$ cat src/rtl/passcode_access_controller.sv
`default_nettype none
// ============================================================================
// Module   : passcode_access_controller
// Brief    : Arms on a due dose, unlocks the compartment on a passcode pass,
//            and enforces a timed lockout with alarm after repeated failures.
// Revision : 1.0 - initial release
// ============================================================================
module passcode_access_controller #(
    parameter int MAX_FAILS      = 3,
    parameter int UNLOCK_CYCLES  = 1000,
    parameter int LOCKOUT_CYCLES = 5000
) (
    input  logic       Clk,
    input  logic       Rst,
    input  logic [1:0] Pass_Fail_In,
    input  logic       Dose_Due,
    input  logic       Dispense_Ack,
    output logic       Unlock_Out,
    output logic       Lockout_Out,
    output logic       Alarm_Out,
    output logic       Missed_Dose,
    output logic [2:0] Attempt_Count,
    output logic [1:0] State_Out
);

    localparam int c_max_cycles = (UNLOCK_CYCLES > LOCKOUT_CYCLES) ? UNLOCK_CYCLES : LOCKOUT_CYCLES;
    localparam int c_timer_w    = $clog2(c_max_cycles);

    localparam logic [c_timer_w-1:0] c_unlock_load  = c_timer_w'(UNLOCK_CYCLES - 1);
    localparam logic [c_timer_w-1:0] c_lockout_load = c_timer_w'(LOCKOUT_CYCLES - 1);
    localparam logic [c_timer_w-1:0] c_timer_zero   = '0;
    localparam logic [2:0]           c_max_fails    = 3'(MAX_FAILS);

    typedef enum logic [1:0] {
        S_IDLE     = 2'b00,
        S_ARMED    = 2'b01,
        S_UNLOCKED = 2'b10,
        S_LOCKOUT  = 2'b11
    } state_t;

    state_t                 r_state;
    state_t                 w_state_nxt;
    logic [1:0]             r_prev;
    logic [c_timer_w-1:0]   r_timer;
    logic [c_timer_w-1:0]   w_timer_nxt;
    logic [2:0]             r_attempts;
    logic [2:0]             w_attempts_nxt;
    logic [2:0]             w_fail_cnt;
    logic                   r_missed;
    logic                   w_missed_nxt;
    logic                   w_pass_evt;
    logic                   w_fail_evt;

    // A result held across many cycles is only an event on its first cycle.
    assign w_pass_evt = (Pass_Fail_In == 2'b01) && (r_prev != 2'b01);
    assign w_fail_evt = (Pass_Fail_In == 2'b10) && (r_prev != 2'b10);
    assign w_fail_cnt = r_attempts + 3'd1;

    always_ff @(posedge Clk or negedge Rst) begin
        if (!Rst) begin
            r_state    <= S_IDLE;
            r_prev     <= 2'b00;
            r_timer    <= '0;
            r_attempts <= 3'd0;
            r_missed   <= 1'b0;
        end else begin
            r_state    <= w_state_nxt;
            r_prev     <= Pass_Fail_In;
            r_timer    <= w_timer_nxt;
            r_attempts <= w_attempts_nxt;
            r_missed   <= w_missed_nxt;
        end
    end

    always_comb begin
        w_state_nxt    = r_state;
        w_timer_nxt    = r_timer;
        w_attempts_nxt = r_attempts;
        w_missed_nxt   = 1'b0;
        case (r_state)
            S_IDLE: begin
                if (Dose_Due) begin
                    w_state_nxt = S_ARMED;
                end
            end
            S_ARMED: begin
                if (w_pass_evt) begin
                    w_state_nxt    = S_UNLOCKED;
                    w_attempts_nxt = 3'd0;
                    w_timer_nxt    = c_unlock_load;
                end else if (w_fail_evt) begin
                    w_attempts_nxt = w_fail_cnt;
                    if (w_fail_cnt == c_max_fails) begin
                        w_state_nxt = S_LOCKOUT;
                        w_timer_nxt = c_lockout_load;
                    end
                end else if (!Dose_Due) begin
                    w_state_nxt    = S_IDLE;
                    w_attempts_nxt = 3'd0;
                end
            end
            S_UNLOCKED: begin
                // Acknowledgement takes priority over a coincident timeout.
                if (Dispense_Ack) begin
                    w_state_nxt = S_IDLE;
                end else if (r_timer == c_timer_zero) begin
                    w_state_nxt  = S_IDLE;
                    w_missed_nxt = 1'b1;
                end else begin
                    w_timer_nxt = r_timer - 1'b1;
                end
            end
            S_LOCKOUT: begin
                if (r_timer == c_timer_zero) begin
                    w_attempts_nxt = 3'd0;
                    w_state_nxt    = Dose_Due ? S_ARMED : S_IDLE;
                end else begin
                    w_timer_nxt = r_timer - 1'b1;
                end
            end
            default: begin
                w_state_nxt = S_IDLE;
            end
        endcase
    end

    assign Unlock_Out    = (r_state == S_UNLOCKED);
    assign Lockout_Out   = (r_state == S_LOCKOUT);
    assign Alarm_Out     = (r_state == S_LOCKOUT);
    assign Missed_Dose   = r_missed;
    assign Attempt_Count = r_attempts;
    assign State_Out     = r_state;

endmodule
`default_nettype wire

$ cat config.mk
export PLATFORM = sky130hd
export DESIGN_NAME = passcode_access_controller
export DESIGN_NICKNAME = d
export VERILOG_FILES = /design/src/rtl/passcode_access_controller.sv
export SDC_FILE = /design/constraint.sdc
export NUM_CORES = 1
export LEC_CHECK = 0
export BUFFER_PORTS_ARGS = -buffer_cell sky130_fd_sc_hd__buf_2
export CAP_MARGIN = 15
export CELL_PAD_IN_SITES_DETAIL_PLACEMENT = 1
export CELL_PAD_IN_SITES_GLOBAL_PLACEMENT = 2
export CORE_UTILIZATION = 35
export CTS_CLUSTER_DIAMETER = 60
export DETAILED_ROUTE_END_ITERATION = 12
export GPL_TIMING_DRIVEN = 0
export PLACE_DENSITY = 0.88
export SETUP_SLACK_MARGIN = 0.15
export SYNTH_ARGS = -nofsm -noshare
export SYNTH_HDL_FRONTEND = slang
export SYNTH_SLANG_ARGS = --single-unit
$ cat constraint.sdc
create_clock -name Clk -period 2.61 [get_ports Clk]
set_input_delay 0.1305 -clock Clk [delete_from_list [all_inputs] [get_ports Clk]]
set_output_delay 0.1305 -clock Clk [all_outputs]
set_load 0.02 [all_outputs]
==> Word level (Yosys, flattened, before mapping) <==
Cells that the tools add are included.
{ "word_totals": {"register_bits": 21, "input_bits": 6, "out_inout_bits": 9, "elab_cells": 56} }
{ "classes": {"n_addsub": 2, "eq_ne": 16, "n_mux": 24, "reduce_logical": 9} }
{ "ops": {"columns": ["op", "n"], "rows": [
  ["$mux 13", 5],
  ["$pmux 13 s3", 1],
  ["$mux 2", 8],
  ["$logic_not 13->1", 1],
  ["$sub 13x1->13 const B", 1],
  ["$mux 3", 4],
  ["$ne 4x4->1 const B", 2],
  ["$pmux 2 s4", 1],
  ["$eq 2x2->1 const B", 3],
  ["$ne 2x2->1 const B", 3],
  ["$ne 3x3->1 const B", 2],
  ["$pmux 3 s2", 1],
  ["$reduce_and 5->1", 1],
  ["$eq 2x1->1 const B", 2],
  ["$mux 1", 4],
  ["$ne 2x1->1 const B", 2],
  ["$reduce_and 4->1", 1],
  ["$add 3x1->3 const B", 1],
  ["$eq 3x2->1 const B", 1],
  ["$ne 3x2->1 const B", 1],
  ["$reduce_and 3->1", 1],
  ["$reduce_bool 3->1", 1],
  ["$logic_and 1x1->1", 2],
  ["$logic_not 2->1", 1],
  ["$reduce_bool 2->1", 1]
]} }

==> Logic depth before layout (Yosys ltp) <==
{ "logic_depth": {"word_depth": 6, "ltp_mapped": 8, "mapped_depth_nobuf": 7} }

==> Worst setup path after synthesis <==
No wires, ideal clock.
{ "synth_path": {"path_type": "reg2reg", "startpoint": "register r_timer[0]", "endpoint": "register r_timer[5]", "setup_time_ps": 124, "arrival_time_ps": 1996, "t_required_ps": 2486, "path_slack_ps": 490, "stages_incl_launch_ff": 9, "n_path_buf": 1, "synth_period_minus_slack_ps": 2120, "path_cell_list": "dfrtp_1 inv_1 ha_1 or4b_1 or4_4 buf_6 nand3_4 nor4_2 a211o_1"} }
{ "synth_between": {"elab_chain_len": 4} }
{ "synth_rtl": {"columns": ["item", "line", "text"], "rows": [
  ["start, declared", "44", "logic [c_timer_w-1:0] r_timer;"],
  ["start signal, assigned", "69", "r_timer <= w_timer_nxt;"],
  ["$sub 13x1->13 or $logic_not 13->1 (tied branches)", null, null],
  ["$mux 13 (*)", "106, 114", null],
  ["$mux 13", "104", "if (Dispense_Ack) begin"],
  ["$pmux 13 s3 (*)", "80", "case (r_state)"]
]} }
Every way passes the cells marked *; elsewhere a longest branch is shown, timed or not. The select of a mux whose other input is x is not followed.
A chain may end at the register's enable or synchronous reset.

==> Final worst setup path <==
{ "layout_path": {"startpoint": "register r_timer[0]", "endpoint": "register r_timer[7]"} }
The elaborated chain is that of the path after synthesis.

==> results by group <==
Route
  • Iter 0 DRT Violations: 22
  • Final ANT Viol Nets: 0
  • # DRC: 0
  • Routed vias: 1174
  • DR pass1 iterations: 4
  • Vias per cell: 5.62
  • Detail-routed net length per standard cell: 16.1 um
  • Final wirelength: 3370 um

Logic synthesis
  • EDFF count, synth: 0
  • YS warnings: 0
  • Cell with the most instances after synthesis: dfrtp_1
  • Post-synthesis sequential area ratio: 40.7%
  • Async SR Flop Fraction: 100%
  • Synth area leaders: dfrtp_1 41%, o21ai_0 5.0%, ha_1 3.9%, nand2_1 3.5%, a21oi_1 3.1%
  • Syn avg cell area: 9.08 sq um
  • Commonest cells in the netlist: 21 x dfrtp_1, 13 x o21ai_0, 12 x nand2_1
  • Leading area contributor after synthesis: dfrtp_1
  • Syn Nets: 152
  • Synth top area share: 40.7%
  • Cell area after synthesis: 1290 sq um
  • Yosys reg bits: 21
  • Synth Flop Type: dfrtp_1
  • Synth unique cells: 45
  • Mapped Cells: 142

STA
  • Setup Viol. Count Final: 0
  • Period Utilization, post-route: 89.8%
  • Fmax: 427 MHz
  • Worst hold slack: 36.4 ps
  • RSZ-0062 raised after global routing: no
  • Final Critical Period: 2340 ps
  • Hold Vio Cnt, Final: 0
  • Final Slew Violations: 0
  • Slew @ Worst Pin: 574 ps
  • Rel. slew slack: 61.5%
  • Fin Setup TNS: 0 ps
  • Skew final: 7.90 ps

Critical path
  • Worst setup path class: flip-flop to flip-flop
  • Setup crit end kind: flip-flop
  • Reg2Reg Setup Slack: 270 ps
  • Arrival @ worst endpoint: 2470 ps
  • Worst EP required: 2740 ps
  • Max FO, Critical Path: 9
  • Worst setup SP type: flip-flop

Global route
  • Gr ovfl total: 0
  • Global-route wire length before repair: 5730 um
  • Initial antenna violation count: 0
  • Largest net degree at the start of global routing: 22
  • Vias in the first global route: 1220
  • Total Routing Usage GR: 18.6%

Clock network
  • Clock buffer count from CTS: 3
  • Clock sinks: 21
  • CTS tree: done
  • Clk pin slew, worst setup/hold paths: 80 ps
  • Clock tree buffer depth: 2
  • CTS Root Cell: clkbuf_8
  • Htree depth: 1
  • Clk Latency, worst-skew pair: 260 ps

Placement
  • PortBufs: 14
  • DP Cell Count: 202
  • Routability Congestion: 0.721
  • Area post-placement: 1420 sq um
  • Detailed Place HPWL: 2500 um

Power
  • Pleak: 0.637 nW
  • VDD IR-drop max: 0.000372 V
  • PwrDens: 924 nW/um^2

Floorplanning
  • Core Box Area: 3440 sq um
  • Die Y: 62.7 um
  • Rows: 21
  • Die area: 3930 sq um
  • Die X: 62.7 um
  • Starting Density: 37.5%
  • # IOs: 15

Cells and area
  • Nets: 174
  • Footprint of the multi-input gates: 713 sq um
  • Proportion of layout cells with a drive suffix above 1: 18.4%
  • Final Util: 43.6%
  • Final Cell Area: 1500 sq um
  • P&R area growth vs syn: 16.3%
  • Flip-flop and latch area: 526 sq um
  • Fillers: 411
  • Fin cells: 209
  • ANT cells: 0

Outcome
  • Status: completed

Flow run
  • Number of max-cap violations: 0

Worst hold path
  • Hold WC Path Type: primary input to flip-flop
## power by group
group / internal [mW] / switching (mW) / total, mW / leakage (nW)
Sequential: 0.427 / 0.121 / 0.548 / 0.251
Clock: 0.109 / 0.107 / 0.216 / 0.0228
Combinational: 0.222 / 0.400 / 0.622 / 0.364
Total: 0.758 / 0.628 / 1.39 / 0.637
## cell usage in the layout (no fill, tap or decap), types with 2 or more instances in the layout
cell type and instances:
dfrtp_1 21, buf_2 15, o21ai_0 13, nand2_1 12, nor2_1 9, nor3_1 8
a21oi_1 8, inv_1 5, or4_1 5, nand2b_1 4, o31ai_1 4, ha_1 4
or3_1 3, nor4_1 3, nor2b_1 3, clkbuf_1 3, clkbuf_8 3, dlygate4sd3_1 3
or4_4 2, nand3_1 2, nor4_2 2, and3_1 2, a31oi_1 2, nand3b_1 2
a21o_1 2
## layer usage
layer | global-route usage [%] | part of all wire, % | vias to the layer above
met5 | 0 | 0 | -
met4 | 4.36 | 0.86 | 0
met3 | 3.83 | 2.7 | 4
met2 | 32.1 | 50 | 15
met1 | 23.6 | 46 | 583
li1 | - | - | 572
## layout make-up
class                           instances  share of cell area (%)
Multi-Input combinational cell        109                    47.5
Buffer                                  6                    2.42
Sequential cell                        21                    35.0
Tap cell                               46                    3.84
Clock buffer                            4                    3.00
Timing Repair Buffer                   17                    6.67
Inverter                                6                    1.50
## cells by family (layout without fill, tap and decap cells)
| kind of cell | count (synthesis) | after routing | synth area share, % |
|---|---|---|---|
| compound gates | 39 | 39 | 19.0 |
| mux | 1 | 1 | 0.776 |
| xor+xnor | 1 | 1 | 0.679 |
| simple gates | 64 | 64 | 30.5 |
| flops | 21 | 21 | 40.7 |
| buf+inv | 12 | 33 | 4.46 |
| fa+ha+maj | 4 | 4 | 3.88 |
## final timing paths
path | start | to | cells after the start
max | r_timer[0] | r_timer[7] | 8
min reg2reg | Attempt_Count[2] | Attempt_Count[2] | 1
max in group asynchronous | Rst | r_timer[5] | 2
max reg2reg | r_timer[0] | r_timer[7] | 8
min | Dispense_Ack | Missed_Dose | 2
min in group asynchronous | Rst | r_prev[1] | 2
## worst max-delay path, stage by stage, from the launching register on
cell and delay [ps]:
dfrtp_1 440, inv_1 120, ha_1 150, or4b_1 510, or4_4 440, buf_6 170, nor2_8 140, nor4_1 70
nand3b_1 170
## registers in the layout, indices dropped and copies added (netlist names)
signal and cells:
r_timer 13, Attempt_Count 3, State_Out 2, r_prev 2
Missed_Dose 1
## what timing repair did
item	CTS	global route
gates resized for setup	0	4
setup endpoints to repair	0	8
hold endpoints to repair	23	0
buffers inserted	0	0
hold buffers	3	0
## stage by stage
stage                     total power, mW  worst slack [ps]
after floorplan                     0.965               490
after CTS                            1.40               207
final                                1.39               267
after detailed placement             1.17               222
after global routing                 1.50               170
after global placement               1.13               309
Power figures use the tool's default switching activity.
